File: src/rtl/hazard_stall_ctrl.sv
// Pipeline hazard/stall controller: load-use interlock, branch flush, memory-wait freeze,
// memory timeout detection and a saturating stall-cycle counter.
module hazard_stall_ctrl #(
    parameter int unsigned XLEN     = 32,
    parameter int unsigned LOAD_LAT = 1,
    parameter int unsigned TIMEOUT  = 64,
    parameter int unsigned CNT_W    = 32
) (
    input  logic             clk,
    input  logic             rst_n,
    input  logic [XLEN-1:0]  instr_id,
    input  logic [XLEN-1:0]  instr_ex,
    input  logic             uses_rs1_id,
    input  logic             uses_rs2_id,
    input  logic [1:0]       wb_sel_ex,
    input  logic             reg_wr_en_ex,
    input  logic             mispredict_ex,
    input  logic             dmem_req_mem,
    input  logic             dmem_ready,
    input  logic             perf_clr,
    output logic             pc_write,
    output logic             if_id_we,
    output logic             if_id_flush,
    output logic             id_ex_bubble,
    output logic             pipe_freeze,
    output logic             mem_timeout,
    output logic [CNT_W-1:0] stall_count
);

    localparam int unsigned   TW      = $clog2(TIMEOUT + 1);
    localparam logic [3:0]    LuInit  = 4'(LOAD_LAT - 1);
    localparam logic [TW-1:0] TmrMax  = TW'(TIMEOUT);
    localparam logic [TW-1:0] TmrLast = TW'(TIMEOUT - 1);

    typedef enum logic [1:0] {StRun, StLuStall, StMemWait} state_e;

    state_e           state_q, state_d, state_eff;
    logic [3:0]       lu_cnt_q, lu_cnt_d, lu_cnt_eff;
    logic [TW-1:0]    timer_q, timer_d;
    logic             mem_timeout_q, mem_timeout_d;
    logic [CNT_W-1:0] stall_count_q, stall_count_d;

    logic       freeze;
    logic       lu_hit;
    logic       lu_step;
    logic [4:0] rd_ex;
    logic [4:0] rs1_id;
    logic [4:0] rs2_id;
    logic       unused_instr;

    assign rd_ex  = instr_ex[11:7];
    assign rs1_id = instr_id[19:15];
    assign rs2_id = instr_id[24:20];
    assign unused_instr = ^{instr_id[XLEN-1:25], instr_id[14:0],
                            instr_ex[XLEN-1:12], instr_ex[6:0]};

    assign freeze = dmem_req_mem && !dmem_ready;
    assign lu_hit = (wb_sel_ex == 2'b00) && reg_wr_en_ex && (rd_ex != 5'd0) &&
                    ((uses_rs1_id && (rd_ex == rs1_id)) || (uses_rs2_id && (rd_ex == rs2_id)));

    // While reset is held the outputs must look like RUN regardless of stored state.
    assign state_eff  = rst_n ? state_q : StRun;
    assign lu_cnt_eff = rst_n ? lu_cnt_q : 4'd0;

    always_comb begin
        pc_write     = 1'b1;
        if_id_we     = 1'b1;
        if_id_flush  = 1'b0;
        id_ex_bubble = 1'b0;
        pipe_freeze  = 1'b0;
        state_d      = state_eff;
        lu_cnt_d     = lu_cnt_eff;
        // Leaving MEM_WAIT with a pending count resumes the load-use stall in the same cycle.
        lu_step      = (state_eff == StLuStall) ||
                       ((state_eff == StMemWait) && (lu_cnt_eff != 4'd0));

        if (freeze) begin
            pc_write    = 1'b0;
            if_id_we    = 1'b0;
            pipe_freeze = 1'b1;
            state_d     = StMemWait;
        end else if (mispredict_ex) begin
            if_id_flush  = 1'b1;
            id_ex_bubble = 1'b1;
            lu_cnt_d     = 4'd0;
            state_d      = StRun;
        end else if (lu_step) begin
            pc_write     = 1'b0;
            if_id_we     = 1'b0;
            id_ex_bubble = 1'b1;
            if (lu_cnt_eff <= 4'd1) begin
                lu_cnt_d = 4'd0;
                state_d  = StRun;
            end else begin
                lu_cnt_d = lu_cnt_eff - 4'd1;
                state_d  = StLuStall;
            end
        end else if (lu_hit) begin
            pc_write     = 1'b0;
            if_id_we     = 1'b0;
            id_ex_bubble = 1'b1;
            if (LOAD_LAT > 1) begin
                lu_cnt_d = LuInit;
                state_d  = StLuStall;
            end else begin
                state_d  = StRun;
            end
        end else begin
            state_d = StRun;
        end
    end

    always_comb begin
        timer_d       = '0;
        mem_timeout_d = mem_timeout_q;
        if (freeze) begin
            timer_d = (timer_q == TmrMax) ? timer_q : timer_q + TW'(1);
            if (timer_q >= TmrLast) begin
                mem_timeout_d = 1'b1;
            end
        end
    end

    always_comb begin
        stall_count_d = stall_count_q;
        if (perf_clr) begin
            stall_count_d = '0;
        end else if (!pc_write && (stall_count_q != '1)) begin
            stall_count_d = stall_count_q + CNT_W'(1);
        end
    end

    always_ff @(posedge clk) begin
        if (!rst_n) begin
            state_q       <= StRun;
            lu_cnt_q      <= 4'd0;
            timer_q       <= '0;
            mem_timeout_q <= 1'b0;
            stall_count_q <= '0;
        end else begin
            state_q       <= state_d;
            lu_cnt_q      <= lu_cnt_d;
            timer_q       <= timer_d;
            mem_timeout_q <= mem_timeout_d;
            stall_count_q <= stall_count_d;
        end
    end

    assign mem_timeout = mem_timeout_q;
    assign stall_count = stall_count_q;

endmodule

File: config.mk
export PLATFORM = sky130hd
export DESIGN_NAME = hazard_stall_ctrl
export DESIGN_NICKNAME = d
export VERILOG_FILES = /design/src/rtl/hazard_stall_ctrl.sv
export SDC_FILE = /design/constraint.sdc
export NUM_CORES = 1
export LEC_CHECK = 0
export ABC_AREA = 1
export CAP_MARGIN = 20
export CELL_PAD_IN_SITES_DETAIL_PLACEMENT = 0
export CELL_PAD_IN_SITES_GLOBAL_PLACEMENT = 1
export CORE_MARGIN = 2
export CORE_UTILIZATION = 30
export CTS_CLUSTER_SIZE = 25
export DETAILED_ROUTE_END_ITERATION = 8
export PLACE_DENSITY = 0.87
export SYNTH_ARGS = -nofsm -noshare
export SYNTH_HDL_FRONTEND = slang
export SYNTH_SLANG_ARGS = --single-unit
File: constraint.sdc
create_clock -name clk -period 1.9 [get_ports clk]
set_input_delay 0.285 -clock clk [delete_from_list [all_inputs] [get_ports clk]]
set_output_delay 0.285 -clock clk [all_outputs]
set_load 0.02 [all_outputs]
==> qor.txt, run 1 <==
Final Setup Violations -> 0
Iteration-0 DRC Markers -> 169
PwrDens -> 426.6 mW/mm2
Status -> finished clean
Port-buffer cells -> 63
Starting Density -> 0.3084
ANT cells -> 0
DRT antenna net count -> 0
Synth Register Bits -> 46
First-pass GRT wire length -> 15070 um
Final std cell area, no fill -> 0.004384 mm2
Critical path arrival -> 1.58 ns
Worst setup EP type -> output pin
Reg2reg start -> lu_cnt_q[1]
Reg-to-reg critical path endpoint -> stall_count[14]
Total grt overflow -> 0
Worst R2R Setup Slack -> 0.11 ns
Drt total wl -> 9054 um
Die Area -> 0.01140 mm2
Slew Limit Fails -> 0
Final Hold Viols -> 0
WP depth -> 7
Clock-pin slew on the worst setup and hold paths -> 0.09 ns
Final clock period utilization by the worst path -> 0.9801
Ports -> 113
Crit path kind -> register to output pin
Post-Layout Cell Count -> 750
Yosys warning total -> 0
Number of hold buffers added after cts -> 0
Max Fclk -> 0.5370 GHz
P&R area growth vs syn -> 38.33%
Max IR drop VDD -> 0.2463 mV
Crit path to -> if_id_we
Sw power -> 526.7 uW
Clk buf depth -> 2
Avg Cell Area, Syn -> 6.083 um2
Commonest non-fill, non-tap cells in the layout -> nand2_1 (146), nor2_1 (78), inv_1 (69)
CP max stage cell -> dfxtp_1
# Max-Cap Violations -> 0
DRT Pass-1 Iters -> 5
Part of the power in registers -> 0.519
Actual slew at the worst max-slew pin -> 0.4168 ns
Root Buffer -> clkbuf_8
Reg2reg path depth -> 10
Critical path origin -> lu_cnt_q[1]
RD Place Congestion -> 0.9013
Crit path launch type -> register
H-tree depth -> 2
Wirelength per Cell -> 12.07 um
Critical path's top delay family -> simple AND/OR/NAND/NOR gates
Crit Path Max Fanout -> 3
Commonest non-fill, non-tap cell in the layout -> nand2_1
CTS Buf Count -> 5
Pin count of the biggest net entering global routing -> 28
Initial antenna violation count -> 0
Post-Syn Instances -> 521
Hold WS -> 0.4549 ns
Synth Cell Area -> 0.003169 mm2
Normalized max-slew margin -> 0.7195
Vias in the first global route -> 3275
Crit-path cells -> nand2_2, ha_1, nand2_1, a21boi_4, nand3_4, nand2_4, buf_6
CTS tree -> yes
Crit path buf inv count -> 1
Gr usage total -> 0.1617
Net Sw Frac -> 0.2816
Min Tclk post-route -> 1.862 ns
Area after DPL -> 0.004185 mm2
# nets final -> 694
Required @ worst endpoint -> 1.62 ns
Die height -> 106.8 um
Die width -> 106.8 um
Clock Latency Late Sink -> 0.32 ns
Post-Syn Nets -> 602
Register area share after synthesis -> 0.2906
Dpl cells -> 741
Static Leakage -> 0.001936 uW
DRC viols -> 0
Share of layout cells above drive strength 1 -> 0.1368
Row cnt -> 37
Vias -> 3494
Combinational share of power -> 0.132
P_int -> 1344 uW
Clock sink count -> 46
Clk network pwr share -> 0.349
Overall power -> 1870 uW
Slowest stage delay, CP -> 0.34 ns
Via density -> 4.659
Netlist cell types -> 34
Clock skew -> 0.007012 ns
Worst hold path class -> input port to register
Core Area -> 0.01028 mm2
Hpwl dp -> 7112 um
-- state kept, by name, indices dropped and copies added, names as in the netlist --
register     cells
stall_count     32
lu_cnt_q         4
timer_q          7
mem_timeout      1
state_q          2
-- per-layer routing --
metal  up-vias  GRT usage  part of all wire
met3         9    0.02310             0.040
met5         -          0                 0
met4         0    0.04453             0.012
met1      1572     0.2111              0.47
li1       1838          -                 -
met2        75     0.2780              0.48
-- worst min-delay path, delay by kind of cell --
kind / cells / cell delay, ns
AO/OA/AOI/OAI: 1 / 0.08
buffers and inverters: 2 / 0.28
AND/OR/NAND/NOR: 1 / 0.08
-- cell families after synthesis --
kind of cell             after synthesis  share of synthesized area
AO/OA/AOI/OAI                         32                    0.05488
flip-flops                            46                     0.2906
XOR/XNOR                              14                    0.03869
buffers and inverters                 94                     0.1196
adder cells (fa/ha/maj)                6                    0.02369
AND/OR/NAND/NOR                      329                     0.4726
-- cell usage after synthesis (all sizes together) --
cell type  number  area (um2)
a21oi          22       110.1
a31oi           1       6.260
xor2            9       78.83
clkbuf          3       11.26
nor2           86       359.1
nand3          36       202.7
buf            14       78.82
clkinv          1       3.750
dfxtp          46       920.9
xnor2           5       43.79
or2             1       6.260
nor3b           4       30.03
nor4            1       6.260
o21ai           7       38.79
nand2         153       581.8
nand4          35       219.0
o211ai          1       7.510
a21boi          1       11.26
inv            76       285.3
nor3            6       40.04
ha              6       75.07
nand3b          7       52.55
-- metrics by stage --
step | utilization | worst slack [ns] | setup TNS [ns]
floorplan | - | 0.01659 | 0
global placement | 0.4072 | -0.5416 | -11.86
detailed placement | 0.4072 | -0.5485 | -12.95
CTS | 0.4168 | -0.06517 | -0.06517
global route | 0.4266 | -0.03426 | -0.08913
finish | 0.4266 | 0.03777 | 0
-- repair_timing --
item	CTS	global route
pin swaps	1	13
setup endpoints to repair	22	33
gates resized for setup	25	30
gates cloned	0	0
buffers inserted	1	0
-- area by class of cell --
class                           instances  area (um2)
Inverter                               77       289.0
Timing Repair Buffer                  102       982.2
Tap cell                              136       170.2
Multi-Input combinational cell        381        1924
Clock inverter                          3       25.02
Clock buffer                            5       68.82
Fill cell                            1107        5893
Sequential cell                        46       924.6
-- worst min-delay path by stage --
stage,from,cells past startpoint,end
2_1_floorplan,lu_cnt_q[3],2,lu_cnt_q[3]
3_3_place_gp,mem_timeout,2,mem_timeout
3_5_place_dp,mem_timeout,2,mem_timeout
4_1_cts,mem_timeout,2,mem_timeout
5_1_grt,rst_n,4,lu_cnt_q[1]
6_report,rst_n,4,lu_cnt_q[1]
-- power groups by stage --
| stage | Sequential [uW] | Clock, uW | Combinational, uW |
|---|---|---|---|
| after floorplan | 994 | 0 | 118 |
| after global placement | 993 | 0 | 239 |
| after detailed placement | 993 | 0 | 243 |
| after CTS | 970 | 674 | 240 |
| after global routing | 971 | 709 | 273 |
| final | 970 | 653 | 247 |
(Power assumes the default switching activity.)
==> run 2: changes to the inputs <==
--- a/config.mk
+++ b/config.mk
@@ -13,6 +13,8 @@
 export CORE_UTILIZATION = 30
 export CTS_CLUSTER_SIZE = 25
 export DETAILED_ROUTE_END_ITERATION = 8
+export GPL_ROUTABILITY_DRIVEN = 0
+export MAX_ROUTING_LAYER = met4
 export PLACE_DENSITY = 0.87
 export SYNTH_ARGS = -nofsm -noshare
 export SYNTH_HDL_FRONTEND = slang
==> run 2 against run 1 <==
Against the previous run:
- routed wire length decreased by 0.15%
- flip-flop and latch count unchanged
- worst setup slack improved by 0.012 ns
- register-to-register slack about the same
- sequential power about the same
- cell count unchanged
- clock power about the same
- critical path type unchanged
==> qor.txt, run 2 (synthesized netlist as in run 1, its figures left out) <==
Overall power -> 1868 uW
DRT antenna net count -> 0
Commonest non-fill, non-tap cells in the layout -> nand2_1 (146), nor2_1 (78), inv_1 (69)
Status -> finished clean
Worst setup EP type -> output pin
Max Fclk -> 0.5405 GHz
CP max stage cell -> dfxtp_2
Hpwl dp -> 7112 um
DRT Pass-1 Iters -> 4
Die height -> 106.8 um
Net Sw Frac -> 0.2808
Drt total wl -> 9040 um
FILL cells -> 1108
Share of layout cells above drive strength 1 -> 0.1384
Final std cell area, no fill -> 0.004385 mm2
Final clock period utilization by the worst path -> 0.9738
Clock-pin slew on the worst setup and hold paths -> 0.09 ns
CTS tree -> yes
Area after DPL -> 0.004185 mm2
Fin worst setup slack -> 0.04973 ns
Die Area -> 0.01140 mm2
Sw power -> 524.6 uW
H-tree depth -> 2
Hold Path Sink -> lu_cnt_q[1]
Die width -> 106.8 um
Pin count of the biggest net entering global routing -> 28
Static Leakage -> 0.001936 uW
Final Hold Viols -> 0
Slew Limit Fails -> 0
Part of the power in registers -> 0.519
Clock Latency Late Sink -> 0.31 ns
Hold Path Depth -> 4
Reg-to-reg critical path endpoint -> stall_count[0]
Iteration-0 DRC Markers -> 208
Multi-input gate area -> 0.001924 mm2
CTS Buf Count -> 5
Core Area -> 0.01028 mm2
Max IR drop VDD -> 0.2466 mV
Clock skew -> 0.007796 ns
Reg2reg start -> lu_cnt_q[1]
Port-buffer cells -> 63
FF+latch area -> 925.9 um2
Total grt overflow -> 0
First-pass GRT wire length -> 15080 um
Clk buf depth -> 2
Combinational share of power -> 0.132
Number of flip-flops under the largest register name -> 32
DRC viols -> 0
Crit path launch type -> register
Crit path kind -> register to output pin
Worst R2R Setup Slack -> 0.12 ns
Dpl ws -> -0.5485 ns
Number of hold buffers added after cts -> 0
ANT cells -> 0
Gr usage total -> 0.1667
# nets final -> 694
# Max-Cap Violations -> 0
Crit path buf inv count -> 1
Crit-path cells -> nand2_2, ha_1, nand2_1, a21boi_4, nand3_4, nand2_4, buf_6
Min Tclk post-route -> 1.850 ns
Starting Density -> 0.3084
Vias in the first global route -> 3263
Critical path's top delay family -> simple AND/OR/NAND/NOR gates
Commonest non-fill, non-tap cell in the layout -> nand2_1
Clk network pwr share -> 0.349
Via density -> 4.656
Required @ worst endpoint -> 1.62 ns
Ports -> 113
Final core utilization -> 0.4267
Final Setup Violations -> 0
HP Start -> rst_n
Wirelength per Cell -> 12.05 um
Row cnt -> 37
Clock sink count -> 46
Critical path arrival -> 1.57 ns
Reg2reg path depth -> 10
Actual slew at the worst max-slew pin -> 0.4168 ns
Slowest stage delay, CP -> 0.34 ns
Root Buffer -> clkbuf_8
Crit Path Max Fanout -> 3
P&R area growth vs syn -> 38.37%
P_int -> 1344 uW
Initial antenna violation count -> 0
Hold WS -> 0.4334 ns
Worst hold path class -> input port to register
Normalized max-slew margin -> 0.7195
Vias -> 3492
PwrDens -> 426.0 mW/mm2
run 2: cell types whose count changed in the layout (fill, tap and decap cells not counted):
cell / previous run / this run
dfxtp_1: 43 / 42
dfxtp_2: 3 / 4
run 2: worst max path at each step:
| stage | start | end | slack [ns] | cells after the start |
|---|---|---|---|---|
| after floorplan | dmem_req_mem | pc_write | 0.02 | 7 |
| after global placement | instr_ex[8] | id_ex_bubble | -0.54 | 10 |
| after detailed placement | instr_ex[10] | id_ex_bubble | -0.55 | 10 |
| after CTS | instr_ex[9] | id_ex_bubble | -0.07 | 10 |
| after global routing | lu_cnt_q[1] | if_id_we | -0.03 | 7 |
| final | lu_cnt_q[1] | if_id_we | 0.05 | 7 |
run 2: metal layers:
layer | global-route usage | share of wire
met5 | - | 0
met3 | 0.02492 | 0.049
met1 | 0.2115 | 0.47
met4 | 0.04453 | 0.0084
met2 | 0.2780 | 0.48
run 2: layout make-up:
type	count	share of cell area
Clock buffer	5	0.01569
Clock inverter	3	0.005706
Inverter	77	0.06591
Multi-Input combinational cell	381	0.4388
Sequential cell	46	0.2111
Tap cell	136	0.03880
Timing Repair Buffer	102	0.2240
run 2: metrics by stage:
step	instances	TNS, ns
after global placement	741	-11.86
after CTS	750	-0.06517
after global routing	750	-0.06272
final	750	0
after detailed placement	741	-12.95
after floorplan	521	0
run 2: worst min-delay path, stage by stage:
cell            delay, ns
dlymetal6s2s_1       0.16
nand2_2              0.08
buf_4                0.12
o21ai_0              0.07
run 2: power by group through the flow:
| stage | sequential, uW | clock (uW) | combinational, uW |
|---|---|---|---|
| 6_report | 970 | 651 | 247 |
| 3_3_place_gp | 993 | 0 | 239 |
| 3_5_place_dp | 993 | 0 | 243 |
| 2_1_floorplan | 994 | 0 | 118 |
| 5_1_grt | 971 | 712 | 273 |
| 4_1_cts | 970 | 674 | 240 |
run 2: timing repair:
action / 4_1_cts / 5_1_grt
endpoints found under the setup margin: 22 / 33
pin swaps: 1 / 13
setup buffers: 1 / 0
gates resized for setup: 25 / 31
==> run 3: changes to the inputs <==
--- a/config.mk
+++ b/config.mk
@@ -19,3 +19,4 @@
 export SYNTH_ARGS = -nofsm -noshare
 export SYNTH_HDL_FRONTEND = slang
 export SYNTH_SLANG_ARGS = --single-unit
+export TNS_END_PERCENT = 50
==> results of run 3 <==
No change in the layout: final DEF, timing and power equal those of run 2.
